**src/rtl/disp_pkg.sv**
```systemverilog
// Shared definitions for the two-digit multiplexed 7-segment display path.
// Segment codes are active-low, with bit 6 = CA down to bit 0 = CG.
package disp_pkg;

    typedef enum logic [1:0] {
        LO_DEAD = 2'd0,
        LO_ON   = 2'd1,
        HI_DEAD = 2'd2,
        HI_ON   = 2'd3
    } disp_state_e;

    localparam logic [6:0] SEG_OFF = 7'h7F;

    localparam logic [0:15][6:0] SEG_TABLE = {
        7'h01, 7'h4F, 7'h12, 7'h06, 7'h4C, 7'h24, 7'h20, 7'h0F,
        7'h00, 7'h04, 7'h08, 7'h60, 7'h31, 7'h42, 7'h30, 7'h38
    };

endpackage

```
**src/rtl/seg7_hex_decode.sv**
```systemverilog
// Combinational hex digit to active-low 7-segment pattern.
module seg7_hex_decode
    import disp_pkg::*;
(
    input  logic [3:0] hex,
    output logic [6:0] seg
);

    assign seg = SEG_TABLE[hex];

endmodule

```
**src/rtl/seg_disp_scheduler.sv**
```systemverilog
// Two-digit display time-multiplexer with dead-time slots and frame-boundary
// commit of new digit pairs via a load/acknowledge handshake.
module seg_disp_scheduler
    import disp_pkg::*;
#(
    parameter int REFRESH_DIV = 50000,
    parameter int DEAD_CYC    = 4,
    parameter int TMR_W       = 16
) (
    input  logic       Clk,
    input  logic       Rst,
    input  logic       Ld,
    input  logic [3:0] DigHi,
    input  logic [3:0] DigLo,
    input  logic       Blank,
    input  logic       LzBlank,
    output logic       Ack,
    output logic       SegSel,
    output logic [6:0] Seg
);

    localparam logic [TMR_W-1:0] DEAD_LAST = TMR_W'(DEAD_CYC - 1);
    localparam logic [TMR_W-1:0] ON_LAST   = TMR_W'(REFRESH_DIV - DEAD_CYC - 1);

    disp_state_e      st, st_nxt;
    logic [TMR_W-1:0] tmr, tmr_nxt;
    logic [3:0]       com_hi, com_lo;
    logic [3:0]       pend_hi, pend_lo;
    logic             pend;
    logic             slot_end;
    logic             commit;
    logic             nxt_hi;
    logic             nxt_on;
    logic             seg_off;
    logic [3:0]       dig_show;
    logic [6:0]       dig_seg;

    seg7_hex_decode u_dec (
        .hex (dig_show),
        .seg (dig_seg)
    );

    always_comb begin
        st_nxt   = st;
        slot_end = 1'b0;
        case (st)
            LO_DEAD: begin
                slot_end = (tmr == DEAD_LAST);
                if (slot_end) st_nxt = LO_ON;
            end
            LO_ON: begin
                slot_end = (tmr == ON_LAST);
                if (slot_end) st_nxt = HI_DEAD;
            end
            HI_DEAD: begin
                slot_end = (tmr == DEAD_LAST);
                if (slot_end) st_nxt = HI_ON;
            end
            default: begin
                slot_end = (tmr == ON_LAST);
                if (slot_end) st_nxt = LO_DEAD;
            end
        endcase

        tmr_nxt = slot_end ? '0 : tmr + TMR_W'(1);
        // Only the HI_ON -> LO_DEAD edge may swap the displayed pair.
        commit  = (st == HI_ON) && slot_end && (pend || Ld);

        // Outputs are registered from the next state so SegSel and the
        // forced-off dead window switch on the same edge.
        nxt_hi   = (st_nxt == HI_DEAD) || (st_nxt == HI_ON);
        nxt_on   = (st_nxt == LO_ON)   || (st_nxt == HI_ON);
        dig_show = nxt_hi ? com_hi : com_lo;
        seg_off  = Blank || !nxt_on ||
                   ((st_nxt == HI_ON) && LzBlank && (com_hi == 4'd0));
    end

    always_ff @(posedge Clk) begin
        if (!Rst) begin
            st     <= LO_DEAD;
            tmr    <= '0;
            com_hi <= 4'd0;
            com_lo <= 4'd0;
            pend   <= 1'b0;
            Ack    <= 1'b0;
            SegSel <= 1'b0;
            Seg    <= SEG_OFF;
        end else begin
            st     <= st_nxt;
            tmr    <= tmr_nxt;
            Ack    <= commit;
            SegSel <= nxt_hi;
            Seg    <= seg_off ? SEG_OFF : dig_seg;
            if (commit) begin
                com_hi <= Ld ? DigHi : pend_hi;
                com_lo <= Ld ? DigLo : pend_lo;
                pend   <= 1'b0;
            end else if (Ld) begin
                pend   <= 1'b1;
            end
        end
    end

    always_ff @(posedge Clk) begin
        if (Ld) begin
            pend_hi <= DigHi;
            pend_lo <= DigLo;
        end
    end

endmodule

```
**config.mk**
```make
export PLATFORM = sky130hd
export DESIGN_NAME = seg_disp_scheduler
export DESIGN_NICKNAME = d
export VERILOG_FILES = /design/src/rtl/disp_pkg.sv /design/src/rtl/seg7_hex_decode.sv /design/src/rtl/seg_disp_scheduler.sv
export SDC_FILE = /design/constraint.sdc
export NUM_CORES = 1
export LEC_CHECK = 0
export ABC_AREA = 1
export CAP_MARGIN = 15
export CORE_MARGIN = 4
export CORE_UTILIZATION = 25
export CTS_CLUSTER_DIAMETER = 200
export DETAILED_ROUTE_END_ITERATION = 10
export GPL_TIMING_DRIVEN = 1
export SYNTH_ARGS = -nofsm -noshare
export SYNTH_HDL_FRONTEND = slang
export SYNTH_HIERARCHICAL = 1
export SYNTH_SLANG_ARGS = --single-unit
```
**constraint.sdc**
```tcl
create_clock -name Clk -period 2.1 [get_ports Clk]
set_input_delay 0.525 -clock Clk [delete_from_list [all_inputs] [get_ports Clk]]
set_output_delay 0.525 -clock Clk [all_outputs]
set_load 0.01 [all_outputs]
```
* Word-level counts from Yosys, hierarchy flattened
Memory sizes are Yosys's and may differ from the RTL's. A register that Yosys moved wholly into a read port is not among the register bits. Index checks and enable logic that the tools add are counted.
Storage, ports and cells: flip-flop bits (word level) 37, memory bits (read-only) 112, input port bits 13, output and inout bits 9, memories 1
Operators by class: add/subtract/negate cells 1, equality and inequality tests 8, multiplexer cells 9, bitwise operators 2, reduce and logical (&&, ||, !) cells 16
Memories:
- (name not given) | depth 16, width 7, rd ports 1, clocked after Yosys merged registers in 1, wr ports 0, line seg7_hex_decode.sv:9 | assign seg = SEG_TABLE[hex];
Operators with widths (count):
- 16-bit by 1-bit adder with 16-bit output, second input constant | 1
- 16-bit == test, second input constant | 1
- 16-bit by 2-bit == test with 1-bit output, second input constant | 1
- 4-bit two-way mux | 3
- 2-bit == test, second input constant | 4
- 2-bit two-way mux | 4
- 2-bit OR reduction | 4
- 2-bit case mux with 3 select lines | 1
- 1-bit logical OR | 5
- 4-bit inverter with 5-bit output | 1
- 2-bit by 1-bit == test with 1-bit output, second input constant | 2
- 1-bit logical AND | 4
- 4-bit logical NOT | 1
- 2-bit logical NOT | 1
- 1-bit logical NOT | 1
- 1-bit two-way mux | 1
- 1-bit inverter | 1

* Longest topological paths before layout
word-level depth 9, gate-level depth with buffers 17, mapped depth without buffers 17

* Hierarchy
The synthesis kept the hierarchy.
Modules (own cells, without submodules):
- seg_disp_scheduler | instances 1, cells each 276, area each 1991.9 µm², sequential area each 860.8 µm²
- seg7_hex_decode | instances 1, cells each 49, area each 274.0 µm², sequential area each 0.0 µm²

* Worst setup path after synthesis
OpenSTA, ideal clock, no wires.
path kind flip-flop to flip-flop, start point reg tmr[0], end point reg Seg[3], library setup time 0.137 ns, arrival 1.961 ns, data required time 1.963 ns, path slack 0.002 ns, stages on the path, launching flop included 15, path buffers 0, clock period less this slack 2.098 ns, path through dfxtp_1 > ha_1 > nand3_2 > nor2_4 > nand3_2 > nand2_2 > nand2_1 > nand2_1 > inv_1 > ha_1 > nand2_1 > nand3_1 > nand2_1 > inv_1 > nand4_1
On the way: elaborated cells between the ends (all ways) 20
RTL lines:
- start: declaration | line seg_disp_scheduler.sv:26 | logic [TMR_W-1:0] tmr, tmr_nxt;
- start signal: assignment | line seg_disp_scheduler.sv:90 | tmr <= tmr_nxt;
- 16-bit == test or 16-bit by 2-bit == test with 1-bit output (tied branches)
- 2-bit two-way mux, on equally long branches
- 2-bit case mux with 3 select lines (*) | line seg_disp_scheduler.sv:46 | case (st)
- 2-bit == test | line seg_disp_scheduler.sv:71 | nxt_hi = (st_nxt == HI_DEAD) || (st_nxt == HI_ON);
- 1-bit logical OR (*) | line seg_disp_scheduler.sv:71
- 4-bit two-way mux (*) | line seg_disp_scheduler.sv:73 | dig_show = nxt_hi ? com_hi : com_lo;
- net dig_show[0] | line seg_disp_scheduler.sv:35 | logic [3:0] dig_show;
- 4-bit inverter with 5-bit output (implied by the code) (*) | line seg7_hex_decode.sv:9
- end: declaration | line seg_disp_scheduler.sv:19 | output logic [6:0] Seg
The timed path passes the listed nets; every way through them passes the cells marked *. A chain may end at the register's enable or synchronous reset.

* Worst setup path in the final report
start point reg tmr[1], end point reg Seg[3]
The elaborated chain is that of the path after synthesis.

==> impl_metrics.yaml <==
yosys:
  synth.area.top_cells: "dfxtp_1 38%, nand2_1 16%, inv_1 7.1%, nand3_1 7.1%, nand4_1 6.1%"
  synth_top_area_share_pct: 38.0
  syn_area_per_cell_sq_um: 6.97
  synth_cell_types: 27
  yosys-top-cells-count: "97 x nand2_1, 43 x dfxtp_1, 43 x inv_1"
  synth-main-ff-cell: "dfxtp_1"
  synthCells: 325
  yosysWarnings: 6
  syn_area_sq_um: 2270
  synthMostInstantiatedCell: "nand2_1"
  ys_seq_area_share_pct: 38.0
  synth_nets: 346
  async_flop_share_pct: 0
  synth_largest_area_cell: "dfxtp_1"
  synth-edff-count: 0
  ys_seq_elements: 43
floorplanning:
  io_pins: 22
  fp-row-count: 34
  dieArea_sq_um: 10700
  fp.dieH_um: 103
  die_w_um: 103
  floorplan.initialDensity_pct: 25.9
  core-area_sq_um: 8760
critical_path:
  arrival_ns: 2.14
  worst-path-buf-inv: 3
  critPathMaxFanout: 5
  required_ns: 2.27
  rr_startpoint: "tmr[1]"
  worstSetupPathType: "flop to flop"
  worstRegToRegCells: 16
  slowest_stage: "dfxtp_2"
  path_cells: "ha_4 > nand3_4 > nor2_4 > nand2_2 > nand2_4 > nand2_4 > nand2_2 > nand2_4 > buf_6 > ha_4 > inv_4 > nand2_2 > nand3_2 > nand2_1 > inv_1 > nand4_1"
  end_kind: "flop"
  cp-start-kind: "flop"
  rrSetupSlack_ns: 0.13
  crit_path_max_incr_delay_ns: 0.38
  crit_family: "simple AND/OR/NAND/NOR gates"
  timing.rr.end: "Seg[3]"
global_route:
  antenna_found_initial: 0
  track_usage_pct: 10.7
  grt_max_degree: 18
  grt_pass1_wl_um: 9030
  grt_pass1_vias: 2123
  overflow: 0
timing:
  rsz0062_at_grt: "yes"
  tightest_slew_ns: 0.501
  finalHoldViolCount: 0
  setup_violations: 0
  relSlewSlack_pct: 66.4
  min_period_ns: 1.97
  fmax_mhz: 507
  fin_crit_sh_pct: 93.9
  skew_ns: 0.00747
  slew_violations: 0
min_path:
  holdCritStartpoint: "pend_lo[2]"
  worst_hold_path.num_cells: 2
  hold_path.class: "flop to flop"
  min_to: "pend_lo[2]"
job:
  cap_violations: 0
place:
  gp_congestion: 0.890
  dp.cells: 468
  dp_hpwl_um: 3920
  io_buffers: 21
  dpl_cell_area_sq_um: 2720
cts:
  post_cts_buffers: 0
  cts.sinks: 43
  clkTransAtPathRegs_ns: 0.09
  cts_root_buf: "clkbuf_8"
  numCtsBuffers: 5
  holdBufCountCts: 0
  cts_tree: "built"
  cts_buffer_depth: 2
  h-tree-depth: 2
  clock_latency_ns: 0.30
detailed_routing:
  drc: 0
  drt_wl_total_um: 5030
  avgRoutedWirePerCell_um: 10.6
  final_antenna_net_count: 0
  drt-pass1-iter-count: 4
  vias_per_cell: 4.38
  num_vias: 2084
  first_iter_violations: 69
power_and_ir_drop:
  p_per_area_nw_per_um2: 560
  power_uw: 1670
  p_leak_uw: 0.00126
  max-vdd-ir-drop_uv: 226
final_layout:
  fin_util_pct: 34.0
  syn_to_final_growth_pct: 31.5
  fin_nets: 388
  drive_above_1_share_pct: 21.2
  fillers: 942
  final_cells: 476
  diodes: 0
  fin_area_sq_um: 2980
outcome:
  status: "finished clean"
-- per-stage QoR --
step / hold slack [ns] / TNS (ns) / setup slack [ns]
after floorplan: 0.416 / 0 / 0.00154
after global placement: 0.436 / 0 / 0.0679
after detailed placement: 0.439 / 0 / 0.00864
after CTS: 0.462 / 0 / 0.0207
after global routing: 0.484 / -0.0552 / -0.0286
final: 0.455 / 0 / 0.129
-- worst reg2reg max path: stages, from the launching register on --
cell     delay [ns]
dfxtp_2        0.38
ha_4           0.15
nand3_4        0.07
nor2_4         0.17
nand2_2        0.08
nand2_4        0.11
nand2_4        0.09
nand2_2        0.10
nand2_4        0.07
buf_6          0.12
ha_4           0.15
inv_4          0.05
nand2_2        0.06
nand3_2        0.07
nand2_1        0.05
inv_1          0.05
nand4_1        0.08
-- flip-flops by register name, indices dropped and copies added (netlist names) --
name / count
Ack: 1
Seg: 7
SegSel: 1
com_hi: 4
com_lo: 4
pend: 1
pend_hi: 4
pend_lo: 4
st: 1
tmr: 16
-- power by group --
part	switching (uW)	leakage (uW)	internal, uW	total (uW)
clock	317	0.0000587	361	678
combinational	71.7	0.000845	61.4	133
sequential	14.6	0.000352	844	859
-- worst max path at each step --
| stage | from | to | cells past startpoint |
|---|---|---|---|
| global placement | tmr[13] | Seg[3] | 16 |
| CTS | tmr[1] | Seg[3] | 16 |
| floorplan | tmr[0] | Seg[3] | 14 |
| detailed placement | tmr[1] | Seg[3] | 16 |
| global route | tmr[1] | Seg[3] | 16 |
| finish | tmr[1] | Seg[3] | 16 |
-- per-layer routing --
layer	up-vias	part of all wire (%)	track usage (%)
met2	39	50	18.5
met3	9	5.2	2.21
li1	1106	-	-
met4	0	2.1	5.18
met5	-	0	0
met1	930	42	12.6
-- layout by cell type, fill, tap and decap left out, drive strengths merged --
| cell type | instances |
|---|---|
| a21oi | 1 |
| and2 | 1 |
| buf | 20 |
| bufinv | 1 |
| clkbuf | 5 |
| clkdlybuf4s50 | 21 |
| clkinv | 1 |
| dfxtp | 43 |
| ha | 8 |
| inv | 46 |
| nand2 | 100 |
| nand3 | 35 |
| nand3b | 1 |
| nand4 | 22 |
| nor2 | 47 |
| nor3 | 3 |
| o21ai | 4 |
| xnor2 | 2 |
| xor2 | 7 |
-- area by class of cell --
class                           instances  area [sq um]  area share (%)
Multi-Input combinational cell        231          1320            44.3
Clock buffer                            5          68.8            2.31
Tap cell                              108           135            4.54
Sequential cell                        43           866            29.1
Inverter                               45           174            5.84
Timing Repair Buffer                   41           368            12.3
Clock inverter                          3          47.5            1.60
-- cell families after synthesis --
logic type	after synthesis	synth area share, %
xor gates and xnor gates	9	3.48
buffers and inverters	51	9.28
DFF	43	38.0
and+or+nand+nor	209	43.1
AOI/OAI and AO/OA	5	1.77
adders and majority gates	8	4.42
-- repair_timing --
item,in CTS,in global routing
resized for setup,1,38
endpoints found under the setup margin,2,7
pin swaps,0,12
(Power assumes the default switching activity.)
